<file path="config.mk">
export PLATFORM = sky130hd
export DESIGN_NAME = rst_sequencer
export DESIGN_NICKNAME = d
export VERILOG_FILES = /design/src/rtl/rst_seq_pkg.sv /design/src/rtl/rst_seq_btn_filter.sv /design/src/rtl/rst_sequencer.sv
export SDC_FILE = /design/constraint.sdc
export NUM_CORES = 1
export LEC_CHECK = 0
export BUFFER_PORTS_ARGS = -buffer_cell sky130_fd_sc_hd__buf_2
export CORE_MARGIN = 8
export CORE_UTILIZATION = 55
export DETAILED_ROUTE_END_ITERATION = 16
export HOLD_SLACK_MARGIN = 0.1
export PLACE_DENSITY = 0.76
export SKIP_CTS_REPAIR_TIMING = 1
export SYNTH_ARGS = -nofsm -noshare
export SYNTH_HDL_FRONTEND = slang
export SYNTH_SLANG_ARGS = --single-unit
</file>
<file path="constraint.sdc">
create_clock -name clk -period 1.9 [get_ports clk]
set_input_delay 0.095 -clock clk [delete_from_list [all_inputs] [get_ports clk]]
set_output_delay 0.095 -clock clk [all_outputs]
set_load 0.01 [all_outputs]
</file>
<file path="src/rtl/rst_seq_pkg.sv">
// Shared types and constants for the reset sequencer.
// Holds the FSM state encoding, the cause-flag bit positions and a counter width helper.
// No logic; imported by rst_sequencer and rst_seq_btn_filter.
package rst_seq_pkg;

  typedef enum logic [1:0] {
    HOLD    = 2'd0,
    RELEASE = 2'd1,
    RUN     = 2'd2
  } state_t;

  localparam int CAUSE_POR  = 0;
  localparam int CAUSE_PLL  = 1;
  localparam int CAUSE_BTN  = 2;
  localparam int CAUSE_SOFT = 3;

  // Bits needed for a counter running 0..n-1, never less than one bit.
  function automatic int cnt_w(input int n);
    return (n > 1) ? $clog2(n) : 1;
  endfunction

endpackage

</file>
<file path="src/rtl/rst_seq_btn_filter.sv">
// Purpose: synchronize the async active-low push-button and produce btn_pressed.
// Latency: 2 edges of synchronizer, plus DEBOUNCE_CYCLES when RST_SEQ_DEBOUNCE_EN is defined.
// Backpressure: none; level in, level out. Optional feature macro: RST_SEQ_DEBOUNCE_EN.
module rst_seq_btn_filter
  import rst_seq_pkg::*;
#(
  parameter int DEBOUNCE_CYCLES = 1000
) (
  input  logic clk,
  input  logic rst_n,
  input  logic btn_rst_n,
  output logic btn_pressed
);

  logic [1:0] btn_sync;
  logic       btn_s;

  // Two-flop synchronizer; idles at the released (high) level out of reset.
  always_ff @(posedge clk or negedge rst_n) begin
    if (!rst_n) begin
      btn_sync <= 2'b11;
    end else begin
      btn_sync <= {btn_sync[0], btn_rst_n};
    end
  end

  assign btn_s = btn_sync[1];

`ifdef RST_SEQ_DEBOUNCE_EN
  localparam int DW = cnt_w(DEBOUNCE_CYCLES);
  localparam logic [DW-1:0] DEB_MAX = DW'(DEBOUNCE_CYCLES - 1);

  logic [DW-1:0] deb_cnt;

  // Count consecutive cycles where the synced level disagrees with the filtered
  // output; any return to agreement (a toggle) restarts the count.
  always_ff @(posedge clk or negedge rst_n) begin
    if (!rst_n) begin
      deb_cnt     <= '0;
      btn_pressed <= 1'b0;
    end else if (btn_pressed == !btn_s) begin
      deb_cnt <= '0;
    end else if (deb_cnt == DEB_MAX) begin
      btn_pressed <= !btn_s;
      deb_cnt     <= '0;
    end else begin
      deb_cnt <= deb_cnt + 1'b1;
    end
  end
`else
  localparam int unused_debounce_cycles = DEBOUNCE_CYCLES;

  assign btn_pressed = !btn_s;
`endif

endmodule

</file>
<file path="src/rtl/rst_sequencer.sv">
// Purpose: merge POR, PLL loss, button and soft reset; hold, then release staged resets in order.
// Latency: soft 1 edge, PLL 3 edges, button 3 edges (+debounce) to assert; HOLD_CYCLES then GAP_CYCLES per stage to release.
// Backpressure: none; all outputs are registered levels. Optional feature macro: RST_SEQ_DEBOUNCE_EN.
module rst_sequencer
  import rst_seq_pkg::*;
#(
  parameter int NUM_STAGES      = 3,
  parameter int HOLD_CYCLES     = 16,
  parameter int GAP_CYCLES      = 8,
  parameter int DEBOUNCE_CYCLES = 1000
) (
  input  logic                  clk,
  input  logic                  rst_n,
  input  logic                  pll_locked,
  input  logic                  btn_rst_n,
  input  logic                  soft_rst_req,
  output logic [NUM_STAGES-1:0] rst_out_n,
  output logic                  seq_done,
  output logic [3:0]            rst_cause
);

  localparam int HW = cnt_w(HOLD_CYCLES);
  localparam int GW = cnt_w(GAP_CYCLES);
  localparam int SW = cnt_w(NUM_STAGES);

  localparam logic [HW-1:0]         HOLD_MAX = HW'(HOLD_CYCLES - 1);
  localparam logic [GW-1:0]         GAP_MAX  = GW'(GAP_CYCLES - 1);
  // Index held in stage_idx at the moment the final stage is released.
  localparam logic [SW-1:0]         LAST_IDX = SW'((NUM_STAGES > 1) ? NUM_STAGES - 2 : 0);
  localparam logic [NUM_STAGES-1:0] STAGE0   = NUM_STAGES'(1);

  logic [1:0]    pll_sync;
  logic          pll_locked_s;
  logic          pll_seen;
  logic          btn_pressed;
  logic          pll_loss;
  logic          fault_i;
  logic [3:0]    src;
  state_t        state;
  logic [HW-1:0] hold_cnt;
  logic [GW-1:0] gap_cnt;
  logic [SW-1:0] stage_idx;

  rst_seq_btn_filter #(
    .DEBOUNCE_CYCLES(DEBOUNCE_CYCLES)
  ) u_btn_filter (
    .clk        (clk),
    .rst_n      (rst_n),
    .btn_rst_n  (btn_rst_n),
    .btn_pressed(btn_pressed)
  );

  // PLL lock synchronizer (starts unlocked); pll_seen marks that lock was ever observed,
  // so the synchronizer filling after POR is not reported as a lock loss.
  always_ff @(posedge clk or negedge rst_n) begin
    if (!rst_n) begin
      pll_sync <= 2'b00;
      pll_seen <= 1'b0;
    end else begin
      pll_sync <= {pll_sync[0], pll_locked};
      if (pll_sync[1]) pll_seen <= 1'b1;
    end
  end

  assign pll_locked_s = pll_sync[1];
  assign pll_loss     = !pll_locked_s && pll_seen;
  assign fault_i      = !pll_locked_s || btn_pressed || soft_rst_req;

  // Per-cycle cause vector in rst_cause bit order; POR only ever comes from rst_n.
  always_comb begin
    src             = 4'b0000;
    src[CAUSE_PLL]  = pll_loss;
    src[CAUSE_BTN]  = btn_pressed;
    src[CAUSE_SOFT] = soft_rst_req;
  end

  // Sequencer FSM with registered outputs; a fault always wins over a release.
  always_ff @(posedge clk or negedge rst_n) begin
    if (!rst_n) begin
      state     <= HOLD;
      hold_cnt  <= '0;
      gap_cnt   <= '0;
      stage_idx <= '0;
      rst_out_n <= '0;
      seq_done  <= 1'b0;
      rst_cause <= 4'b0001;
    end else begin
      case (state)
        HOLD: begin
          rst_out_n <= '0;
          seq_done  <= 1'b0;
          rst_cause <= rst_cause | src;
          if (fault_i) begin
            hold_cnt <= '0;
          end else if (hold_cnt == HOLD_MAX) begin
            hold_cnt  <= '0;
            gap_cnt   <= '0;
            stage_idx <= '0;
            rst_out_n <= STAGE0;
            if (NUM_STAGES == 1) begin
              state    <= RUN;
              seq_done <= 1'b1;
            end else begin
              state <= RELEASE;
            end
          end else begin
            hold_cnt <= hold_cnt + 1'b1;
          end
        end

        default: begin
          if (fault_i) begin
            state     <= HOLD;
            hold_cnt  <= '0;
            gap_cnt   <= '0;
            stage_idx <= '0;
            rst_out_n <= '0;
            seq_done  <= 1'b0;
            rst_cause <= src;
          end else if (state == RELEASE) begin
            if (gap_cnt == GAP_MAX) begin
              gap_cnt   <= '0;
              rst_out_n <= (rst_out_n << 1) | STAGE0;
              stage_idx <= stage_idx + 1'b1;
              if (stage_idx == LAST_IDX) begin
                state    <= RUN;
                seq_done <= 1'b1;
              end
            end else begin
              gap_cnt <= gap_cnt + 1'b1;
            end
          end
        end
      endcase
    end
  end

endmodule
</file>
==> metrics.md <==
| Metric | Value |
|---|---|
| Max stage delay cell, worst path | `dfrtp_1` |
| I/O pin count | `13` |
| N_diodes | `0` |
| # setup viols final | `0` |
| Root buffer cell | `clkbuf_4` |
| Final #Nets | `138` |
| Simple-gate share of the synthesized area | `17.8%` |
| Via density per instance | `5.66` |
| Vias in the first global route | `819` |
| Number of port buffers | `12` |
| Max_cap viols | `0` |
| Post-Synth Adder-Cell Area | `4.40%` |
| HP Class | `primary input to asynchronous set/reset pin` |
| Kind of critical path | `flip-flop to flip-flop` |
| Core Area | `1960 um^2` |
| Crit-path most repeated cell | `ha_1` |
| CTS tree | `yes` |
| CP required | `2140 ps` |
| Drt drc | `0` |
| Clk buf depth | `2` |
| Synth Warn # | `0` |
| Seq/Total Area, Yosys | `53.1%` |
| Sum of negative setup slack | `0 ps` |
| Die X-Extent | `61.5 um` |
| CP arrival | `1860 ps` |
| Slowest stage delay, CP | `430 ps` |
| Crit path max fanout | `11` |
| Fin util | `67.3%` |
| RSZ-0062 raised after global routing | `no` |
| Cells after synthesis | `111` |
| Hpwl dp | `1.51 mm` |
| Max VDD drop | `0.000538 V` |
| Lkg Pwr | `0.558 nW` |
| Mean Syn Cell Area | `10.3 um^2` |
| Final hold violation count | `0` |
| WHS | `272 ps` |
| DR pass1 iterations | `5` |
| Register area | `604 um^2` |
| Minimum clock period | `1620 ps` |
| Buffers and inverters on the worst path | `0` |
| Setup ws final | `285 ps` |
| Slew at the pin closest to its max-slew limit | `523 ps` |
| Pwr Density | `695 nW/um^2` |
| Status | `finished, final reports clean` |
| Starting Density | `58.0%` |
| Fmax | `619 MHz` |
| Largest net degree at the start of global routing | `25` |
| Row count | `16` |
| Asr flop ratio synth | `100%` |
| Htree depth | `1` |
| Final period utilization | `85.0%` |
| Share of layout cells above drive strength 1 | `18.8%` |
| Grt total ovfl | `0` |
| CTS Buf Count | `3` |
| Synth cell types | `33` |
| Largest family of logic cells by synthesized area | `compound AO/OA/AOI/OAI gates` |
| EDFF count, synth | `0` |
| Num Clock Sinks | `24` |
| Gpl congestion | `0.789` |
| Startpoint Class | `flip-flop` |
| Pre-CTS WS | `322 ps` |
| CP Cell Sequence | `ha_1 -> ha_1 -> nand2b_1 -> o31a_1 -> a22oi_1` |
| Synth Flop Type | `dfrtp_1` |
| Max-slew violation count | `0` |
| Mapped Area | `1140 um^2` |
| Routed wire length | `2.18 mm` |
| Clock slew seen by the registers of the worst setup and hold paths | `130 ps` |
| XOR/XNOR Fraction of Synth Area | `0.769%` |
| Synth Register Bits | `24` |
| CP Capture Type | `flip-flop` |
| Worst Clk Skew | `2.09 ps` |
| Initial drt markers | `41` |
| DIE AREA | `3780 um^2` |
| Initial antenna violation count | `0` |
| Die Y | `61.5 um` |
| Multiplexer share of the synthesized area | `0.879%` |
| Total GRT Usage | `13.2%` |
| Synth Net Count | `120` |
| Clock latency at the later pin of the worst-skew pair | `310 ps` |
| Fill cell count | `176` |
| Post-route ant nets | `0` |
| Post-synthesis compound-gate area fraction | `18.8%` |
| Avg WL per Cell | `14.1 um` |
| Layout area overhead | `16.0%` |
| Slew margin rel. | `65.0%` |
| Multi-input combinational cell area | `485 um^2` |
| First-pass GRT wire length | `3.73 mm` |
| Critical path's top delay family | `adder cells` |
| Routed vias | `877` |
[worst register-to-register path: cells and delay by family (launching register included)]
kind	cells	cell delay, ps
AND/OR/NAND/NOR	1	200
flip-flops	1	430
AO/OA/AOI/OAI	2	420
adder cells (fa/ha/maj)	2	500
[routing by layer]
layer / vias up / GRT usage, % / part of all wire, %
met5: - / 0 / 0
met4: 0 / 6.17 / 1.1
met3: 4 / 3.76 / 3.2
met2: 15 / 21.0 / 48
met1: 429 / 15.9 / 48
li1: 429 / - / -
[cell families after synthesis]
group	after synthesis
compound gates	35
xor+xnor	1
fa+ha+maj	4
buf+inv	11
flops	24
mux	1
simple gates	35
[registers in the layout (all words and copies together), names as in the netlist]
register / count
u_btn_filter.btn_sync: 2
rst_cause: 4
gap_cnt: 3
seq_done: 1
pll_seen: 1
stage_idx: 2
state: 2
rst_out_n: 3
hold_cnt: 4
pll_sync: 2
[power breakdown]
group | internal, mW | total, mW | leakage, nW | switching [mW]
registers | 0.518 | 0.522 | 0.294 | 0.00360
logic | 0.0131 | 0.0325 | 0.236 | 0.0194
clock network | 0.213 | 0.364 | 0.0279 | 0.151
total | 0.744 | 0.918 | 0.558 | 0.174
[layout by cell type (no fill, tap or decap), drive strengths merged, types with 4 or more instances in the layout]
| master | count |
|---|---|
| a21oi | 9 |
| inv | 4 |
| o21ai | 11 |
| dlygate4sd3 | 4 |
| buf | 16 |
| nand2 | 10 |
| ha | 4 |
| dfrtp | 21 |
[worst paths after layout]
path | from | endpoint | slack (ps) | cells after the start
max reg2reg | gap_cnt[0]$_DFFE_PN0P_ | gap_cnt[0]$_DFFE_PN0P_ | 280 | 5
min reg2reg | pll_sync[0]$_DFF_PN0_ | pll_sync[1]$_DFF_PN0_ | 360 | 0
max in group asynchronous | rst_n | u_btn_filter.btn_sync[0]$_DFF_PN1_ | 1270 | 2
min in group clk | pll_sync[0]$_DFF_PN0_ | pll_sync[1]$_DFF_PN0_ | 360 | 0
min | rst_n | rst_cause[1]$_DFFE_PN0N_ | 270 | 2
max | gap_cnt[0]$_DFFE_PN0P_ | gap_cnt[0]$_DFFE_PN0P_ | 280 | 5
[area by class of cell]
class	count	area share [%]
clock buffer	3	1.70
clock inverter	1	2.27
inverter	4	1.14
multi-input combinational	76	36.7
sequential	24	45.7
tap	27	2.56
timing repair buffer	20	9.85
[Yosys cell counts, types with 2 or more instances]
cell type	instances	area (um^2)
a21oi_1	9	45.0
nor2_1	2	7.51
and2b_1	3	22.5
and3b_1	3	26.3
nor2b_1	3	18.8
a31oi_1	3	18.8
a22oi_1	3	22.5
inv_1	4	15.0
o21ai_0	11	55.1
clkbuf_1	6	22.5
dfrtp_1	21	526
nand3_1	3	15.0
ha_1	4	50.1
nand3b_1	3	22.5
or3_1	2	12.5
o211ai_1	3	22.5
nand2_1	10	37.5
dfstp_2	3	78.8
[stage by stage]
step	cells	power, mW	area (um^2)
2_1_floorplan	111	0.539	1140
3_3_place_gp	147	0.557	1230
3_5_place_dp	147	0.558	1230
4_1_cts	151	0.920	1280
5_1_grt	155	0.951	1320
6_report	155	0.918	1320
No activity file was read; power rests on OpenSTA's default activity.
